## config.mk

```make
export PLATFORM = sky130hd
export DESIGN_NAME = wallace_mul_iter
export DESIGN_NICKNAME = d
export VERILOG_FILES = /design/src/rtl/wallace_pkg.sv /design/src/rtl/mul_digit_row.sv /design/src/rtl/wallace_mul_iter.sv
export SDC_FILE = /design/constraint.sdc
export NUM_CORES = 1
export LEC_CHECK = 0
export CAP_MARGIN = 10
export CORE_ASPECT_RATIO = 1.2
export CORE_MARGIN = 2
export CORE_UTILIZATION = 35
export CTS_CLUSTER_DIAMETER = 100
export DETAILED_ROUTE_END_ITERATION = 7
export PLACE_DENSITY_LB_ADDON = 0.12
export SLEW_MARGIN = 30
export SYNTH_ARGS = -nofsm -noshare
export SYNTH_HDL_FRONTEND = slang
export SYNTH_SLANG_ARGS = --single-unit
```

## constraint.sdc

```tcl
create_clock -name clk -period 14 [get_ports clk]
set_input_delay 2.8 -clock clk [delete_from_list [all_inputs] [get_ports clk]]
set_output_delay 2.8 -clock clk [all_outputs]
set_load 0.01 [all_outputs]
```

## src/rtl/wallace_pkg.sv

```systemverilog
// Shared definitions for the iterative Wallace multiplier: digit width,
// controller state encoding and the operand magnitude helper.
package wallace_pkg;

    localparam int DIGIT_W = 8;

    typedef enum logic [1:0] {
        IDLE = 2'd0,
        BUSY = 2'd1,
        FIX  = 2'd2,
        DONE = 2'd3
    } state_t;

    // Magnitude of a 64-bit value that the caller has already sign- or
    // zero-extended from its native width. The most negative native value
    // maps to 2^(WIDTH-1), which still fits the native width unsigned.
    function automatic logic [63:0] abs_w(input logic [63:0] value, input logic sgn);
        return (sgn && value[63]) ? (~value + 64'd1) : value;
    endfunction

endpackage

```

## src/rtl/mul_digit_row.sv

```systemverilog
// Combinational WIDTH x 8 unsigned product built from WIDTH/8 Wallace cells.
// Each cell reduces its eight partial products with carry-save adders
// (8 -> 6 -> 4 -> 3 -> 2 rows) and finishes with one carry-propagate add.
module mul_digit_row #(
    parameter int WIDTH = 32
) (
    input  logic [WIDTH-1:0]   a_i,
    input  logic [7:0]         d_i,
    output logic [WIDTH+7:0]   p_o
);

    localparam int N = WIDTH / 8;

    function automatic void csa(input  logic [15:0] x,
                                input  logic [15:0] y,
                                input  logic [15:0] z,
                                output logic [15:0] s,
                                output logic [15:0] c);
        s = x ^ y ^ z;
        c = ((x & y) | (x & z) | (y & z)) << 1;
    endfunction

    function automatic logic [15:0] wallace8(input logic [7:0] a, input logic [7:0] b);
        logic [15:0] pp [8];
        logic [15:0] s0, c0, s1, c1, s2, c2, s3, c3, s4, c4, s5, c5;
        for (int i = 0; i < 8; i++)
            pp[i] = b[i] ? (16'(a) << i) : 16'd0;
        csa(pp[0], pp[1], pp[2], s0, c0);
        csa(pp[3], pp[4], pp[5], s1, c1);
        csa(s0, c0, s1, s2, c2);
        csa(c1, pp[6], pp[7], s3, c3);
        csa(s2, c2, s3, s4, c4);
        csa(s4, c4, c3, s5, c5);
        return s5 + c5;
    endfunction

    logic [WIDTH+7:0] sum;

    // Sum the byte-slice products, each weighted by its byte position.
    always_comb begin
        sum = '0;
        for (int k = 0; k < N; k++)
            sum = sum + ((WIDTH + 8)'(wallace8(a_i[8*k +: 8], d_i)) << (8 * k));
    end

    assign p_o = sum;

endmodule

```

## src/rtl/wallace_mul_iter.sv

```systemverilog
// Iterative signed/unsigned multiplier: one 8-bit multiplier digit per
// cycle through a single mul_digit_row, accumulated into a 2*WIDTH register,
// sign applied in a final FIX cycle. Valid/ready on both sides.
// Optional build macro WALLACE_MUL_ZERO_SKIP_EN: finish early once all
// remaining multiplier digits are zero.
//
// state | meaning
// IDLE  | waiting for operands, in_ready high
// BUSY  | accumulating one multiplier digit per cycle
// FIX   | applying the result sign into the output register
// DONE  | product valid, held until the sink accepts it
module wallace_mul_iter
    import wallace_pkg::*;
#(
    parameter int WIDTH = 32
) (
    input  logic                 clk,
    input  logic                 rst,
    input  logic                 in_valid,
    output logic                 in_ready,
    input  logic                 in_sgn,
    input  logic [WIDTH-1:0]     in_a,
    input  logic [WIDTH-1:0]     in_b,
    output logic                 out_valid,
    input  logic                 out_ready,
    output logic [2*WIDTH-1:0]   out_p,
    output logic                 busy
);

    localparam int N     = WIDTH / DIGIT_W;
    localparam int IDX_W = (N > 1) ? $clog2(N) : 1;
    localparam int PW    = 2 * WIDTH;

    state_t                   state_q, state_d;
    logic [PW-1:0]            acc_q, acc_d;
    logic [PW-1:0]            p_q, p_d;
    logic [WIDTH-1:0]         a_mag_q, a_mag_d;
    logic [WIDTH-1:0]         b_mag_q, b_mag_d;
    logic                     neg_q, neg_d;
    logic [IDX_W-1:0]         idx_q, idx_d;
    logic [DIGIT_W-1:0]       digit;
    logic [WIDTH+DIGIT_W-1:0] row_p;
    logic                     last_digit;

    assign digit = DIGIT_W'(b_mag_q >> (DIGIT_W * 32'(idx_q)));

    mul_digit_row #(.WIDTH(WIDTH)) u_row (
        .a_i (a_mag_q),
        .d_i (digit),
        .p_o (row_p)
    );

`ifdef WALLACE_MUL_ZERO_SKIP_EN
    assign last_digit = (idx_q == IDX_W'(N - 1)) ||
                        ((b_mag_q >> (DIGIT_W * (32'(idx_q) + 32'd1))) == '0);
`else
    assign last_digit = (idx_q == IDX_W'(N - 1));
`endif

    // Next-state and datapath update; handshake outputs decoded from state.
    always_comb begin
        state_d   = state_q;
        acc_d     = acc_q;
        p_d       = p_q;
        a_mag_d   = a_mag_q;
        b_mag_d   = b_mag_q;
        neg_d     = neg_q;
        idx_d     = idx_q;
        in_ready  = 1'b0;
        out_valid = 1'b0;
        case (state_q)
            IDLE: begin
                in_ready = 1'b1;
                if (in_valid) begin
                    a_mag_d = WIDTH'(abs_w(in_sgn ? 64'($signed(in_a)) : 64'(in_a), in_sgn));
                    b_mag_d = WIDTH'(abs_w(in_sgn ? 64'($signed(in_b)) : 64'(in_b), in_sgn));
                    neg_d   = in_sgn & (in_a[WIDTH-1] ^ in_b[WIDTH-1]);
                    acc_d   = '0;
                    idx_d   = '0;
                    state_d = BUSY;
                end
            end
            BUSY: begin
                acc_d = acc_q + (PW'(row_p) << (DIGIT_W * 32'(idx_q)));
                idx_d = idx_q + IDX_W'(1);
                if (last_digit)
                    state_d = FIX;
            end
            FIX: begin
                p_d     = neg_q ? (~acc_q + PW'(1)) : acc_q;
                state_d = DONE;
            end
            DONE: begin
                out_valid = 1'b1;
                if (out_ready)
                    state_d = IDLE;
            end
            default: state_d = IDLE;
        endcase
    end

    // State and datapath registers; reset discards any partial transaction.
    always_ff @(posedge clk or posedge rst) begin
        if (rst) begin
            state_q <= IDLE;
            acc_q   <= '0;
            p_q     <= '0;
            a_mag_q <= '0;
            b_mag_q <= '0;
            neg_q   <= 1'b0;
            idx_q   <= '0;
        end else begin
            state_q <= state_d;
            acc_q   <= acc_d;
            p_q     <= p_d;
            a_mag_q <= a_mag_d;
            b_mag_q <= b_mag_d;
            neg_q   <= neg_d;
            idx_q   <= idx_d;
        end
    end

    assign out_p = p_q;
    assign busy  = (state_q != IDLE);

endmodule

```

==> run summary <==
STA classifies the critical path startpoint as a flop. The floorplan step set the die width to 237.7 microns. The fraction of layout cells with a size suffix above 1 is 3.494%, and the total overflow reported by the global router is 0.

The layout overhead on the synthesized area was 11.75%. Counting the buffers created by CTS gives 17. The net count after synthesis is 3,164. The run gives 840 as the number of violations reported at the end of detailed-routing iteration 0. Counting the fill cells in the layout gives 6,682. The clock passes through at most 2 buffers.

Synthesis inferred 197 register bits. The final count of hold timing violations was 0; the global placer's final weighted congestion was 0.8694. The class of the tightest hold or removal check was flop to flop. Of the post-synthesis cell area, the dominant cell type holds 21.49%. For this block, the routed nets add up to 62.35 mm of wire. The netlist uses 78 different library cells. Setup violations remaining at the end of the flow were counted as 0.

The number of nets in the layout was 3,210; the portion of the post-synthesis area used by sequential elements was 21.49%. Summing all flip-flop and latch instances after layout gives 0.004933 sq mm. The count of buffers from port buffering is 135. The area of the multi-input gates was 0.01681 sq mm. Dividing the detail-routed wire length by the instance count gives 17.28 microns. The flow ran to the end, and the final reports show no timing, DRC or antenna violations.

The first global-routing pass estimated 102.9 mm of wire. The die is 284.4 microns tall. Post-CTS setup-driven buffer insertion count: 0. In this run the count of I/O pins placed on the die edge is 136. The critical path in this run is classified as flop to flop. In this run, post-CTS repair resized a total of 0 instances.

The tools report the initial antenna violation count as 0. The core region is 0.06470 sq mm. The post-layout minimum cycle time was 13.02 ns. STA classifies the critical path endpoint as a flop. For this run, the number of Yosys warnings is 0. The area of the die is 0.06760 sq mm. The cell area that synthesis handed to floorplanning was 0.02293 sq mm. The tree is rooted in a clkbuf_16. The average vias per placed instance came out at 5.177. The tools report the number of max-cap violations as 0.

The slowest stage of the critical path belongs to the cell mux4_2. The antenna diode count came out at 0. The detail route stage leaves a number of antenna-violating nets equal to 0. The synthesized area per cell was 8.438 sq um.

The tools report the clock tree skew after final layout as 0.01592 ns. The tools report the critical path data required time as 14.37 ns. For the setup total negative slack, the log shows 0 ns. The number of vias after detailed routing is 18,680, and the aggregate global-route resource usage is 18.94%. The run gives 0 as the number of max-slew violations in the final report.

The number of clock sinks is 197. TritonCTS built the clock tree. The number of optimization iterations in the first detailed-route pass is 6, and the number of enable-type register cells in the synthesized netlist is 0. The via count of the first global-routing pass is 19,370, and the share of flip-flops with an asynchronous set or reset after synthesis is 100.0%. dfrtp_1 takes more of the synthesized area than any other cell.

The maximum clock frequency was 0.07679 GHz; the HPWL after detailed placement was 50.02 mm. The post-synthesis instance total is 2,718, and the relative max-transition margin is 43.93%. Setup repair after global routing left no endpoint under its margin. The biggest fanout along the worst timing path came out at 32. After synthesis, the cell types taking the most area are dfrtp_1, fa_1, ha_1, and2_1, xor2_1.

Dividing the final minimum period by the clock period gives 93.02%. At the pin with the least slew margin, the transition time is 0.8410 ns. For this run, design rule violations remaining after detail routing come to 0.

Clock-pin transition on the worst setup and hold timing paths: 0.08 ns. The later pin in the worst-skew pair is clocked with a latency of 0.50 ns. The most used cell along the critical path was ha_1. The worst path arrival time is 13.39 ns. In the synthesized netlist the dominant register cell turns out to be dfrtp_1.

The tools report the pin count of the biggest net entering global routing as 96. In this run the core area contains 102 standard-cell rows. In this design, the stage delay of the slowest critical-path cell is 0.88 ns. The number of H-tree levels was 4. For the initial core utilization, the log shows 35.44%. The number of hold-repair buffers added at the cts stage is 0.
## worst max-delay path, delay by kind of cell (launching register included)
family | cells | cell delay, ns
xor+xnor | 4 | 0.68
buf+inv | 3 | 0.32
simple gates | 11 | 2.12
flops | 1 | 0.54
fa+ha+maj | 9 | 3.50
compound gates | 20 | 4.86
mux | 1 | 0.88
## metrics by stage
step	area, sq um	std cells	util, %	hold slack, ns	setup WS, ns
floorplan	22930	2718	-	0.4407	1.989
global placement	25020	3577	38.67	0.4586	1.088
detailed placement	25020	3577	38.67	0.4707	0.8822
CTS	25630	3608	39.61	0.4908	0.8368
global route	25630	3608	39.61	0.5130	0.01560
finish	25630	3608	39.61	0.4825	0.9770
## cell usage in the layout, fill, tap and decap left out, drive strengths merged, types with 7 or more instances in the layout
cell	count
a211oi	10
a21o	40
a21oi	200
a31oi	21
and2	208
and3	18
buf	15
clkbuf	17
clkdlybuf4s50	135
dfrtp	197
fa	160
ha	217
inv	212
mux2i	15
mux4	8
nand2	325
nand2b	19
nand3	32
nand4	15
nor2	170
nor2b	15
nor3	34
nor4	12
o211ai	10
o21a	9
o21ai	214
o21bai	24
o22ai	9
o31ai	38
o41ai	14
or2	7
or3	17
or4	13
xnor2	104
xor2	144
## routing by layer
metal / global-route usage (%) / vias up / routed length [microns]
li1: - / 9347 / -
met1: 24.46 / 9013 / 28960
met2: 33.43 / 259 / 30930
met3: 1.952 / 61 / 1324
met4: 5.252 / 0 / 1137
met5: 0 / - / 0
## synth_stat cells (all sizes together), types with 5 or more instances
library cell,count
o211ai,10
nor2b,15
o2111ai,6
o22ai,9
buf,17
xnor2,104
nand3,32
nand2b,19
or2,7
mux4,8
and2,208
o21a,9
nor4,12
inv,204
mux2,6
o41ai,14
a22o,5
a31oi,21
and3,18
o31ai,38
fa,160
o21bai,24
nor3,34
a21o,40
xor2,144
a21oi,200
o21ai,214
ha,217
nand4,15
a31o,5
mux2i,15
or4,13
dfrtp,197
a211oi,10
nand2,325
clkbuf,106
nor2,170
or3,17
## final timing paths
path	startpoint	end	slack [ns]	cells past startpoint
hold reg to reg	neg_q	neg_q	0.48	2
setup / recovery	idx_q[0]	acc_q[63]	0.98	48
hold / removal	neg_q	neg_q	0.48	2
setup reg to reg	idx_q[0]	acc_q[63]	0.98	48
min in group asynchronous	rst	out_p[3]	2.74	2
max in group asynchronous	rst	neg_q	9.96	3
## registers in the layout, summed over array words and instances, names as in the netlist
signal   flops
a_mag_q     32
acc_q       64
b_mag_q     32
idx_q        2
neg_q        1
out_p       64
state_q      2
## kinds of logic (layout without fill, tap and decap cells)
| family | Yosys count | count (layout) | share of synthesized area, % |
|---|---|---|---|
| adders and majority gates | 377 | 377 | 25.80 |
| and+or+nand+nor | 895 | 895 | 19.09 |
| buffers and inverters | 327 | 385 | 5.352 |
| DFF | 197 | 197 | 21.49 |
| xor gates and xnor gates | 248 | 248 | 9.471 |
| AOI/OAI and AO/OA | 645 | 645 | 17.04 |
| muxes | 29 | 29 | 1.751 |
## cell type report
class	instances	area share, %
clock inverters	14	0.7079
multi-input cells	2194	65.59
repair buffers	150	5.712
well taps	832	4.062
inverters	204	3.017
clock buffers	17	1.660
flip-flops and latches	197	19.25
Power is not shown: default switching activity piles up to over one toggle a cycle in this logic, so the estimate is an artifact.
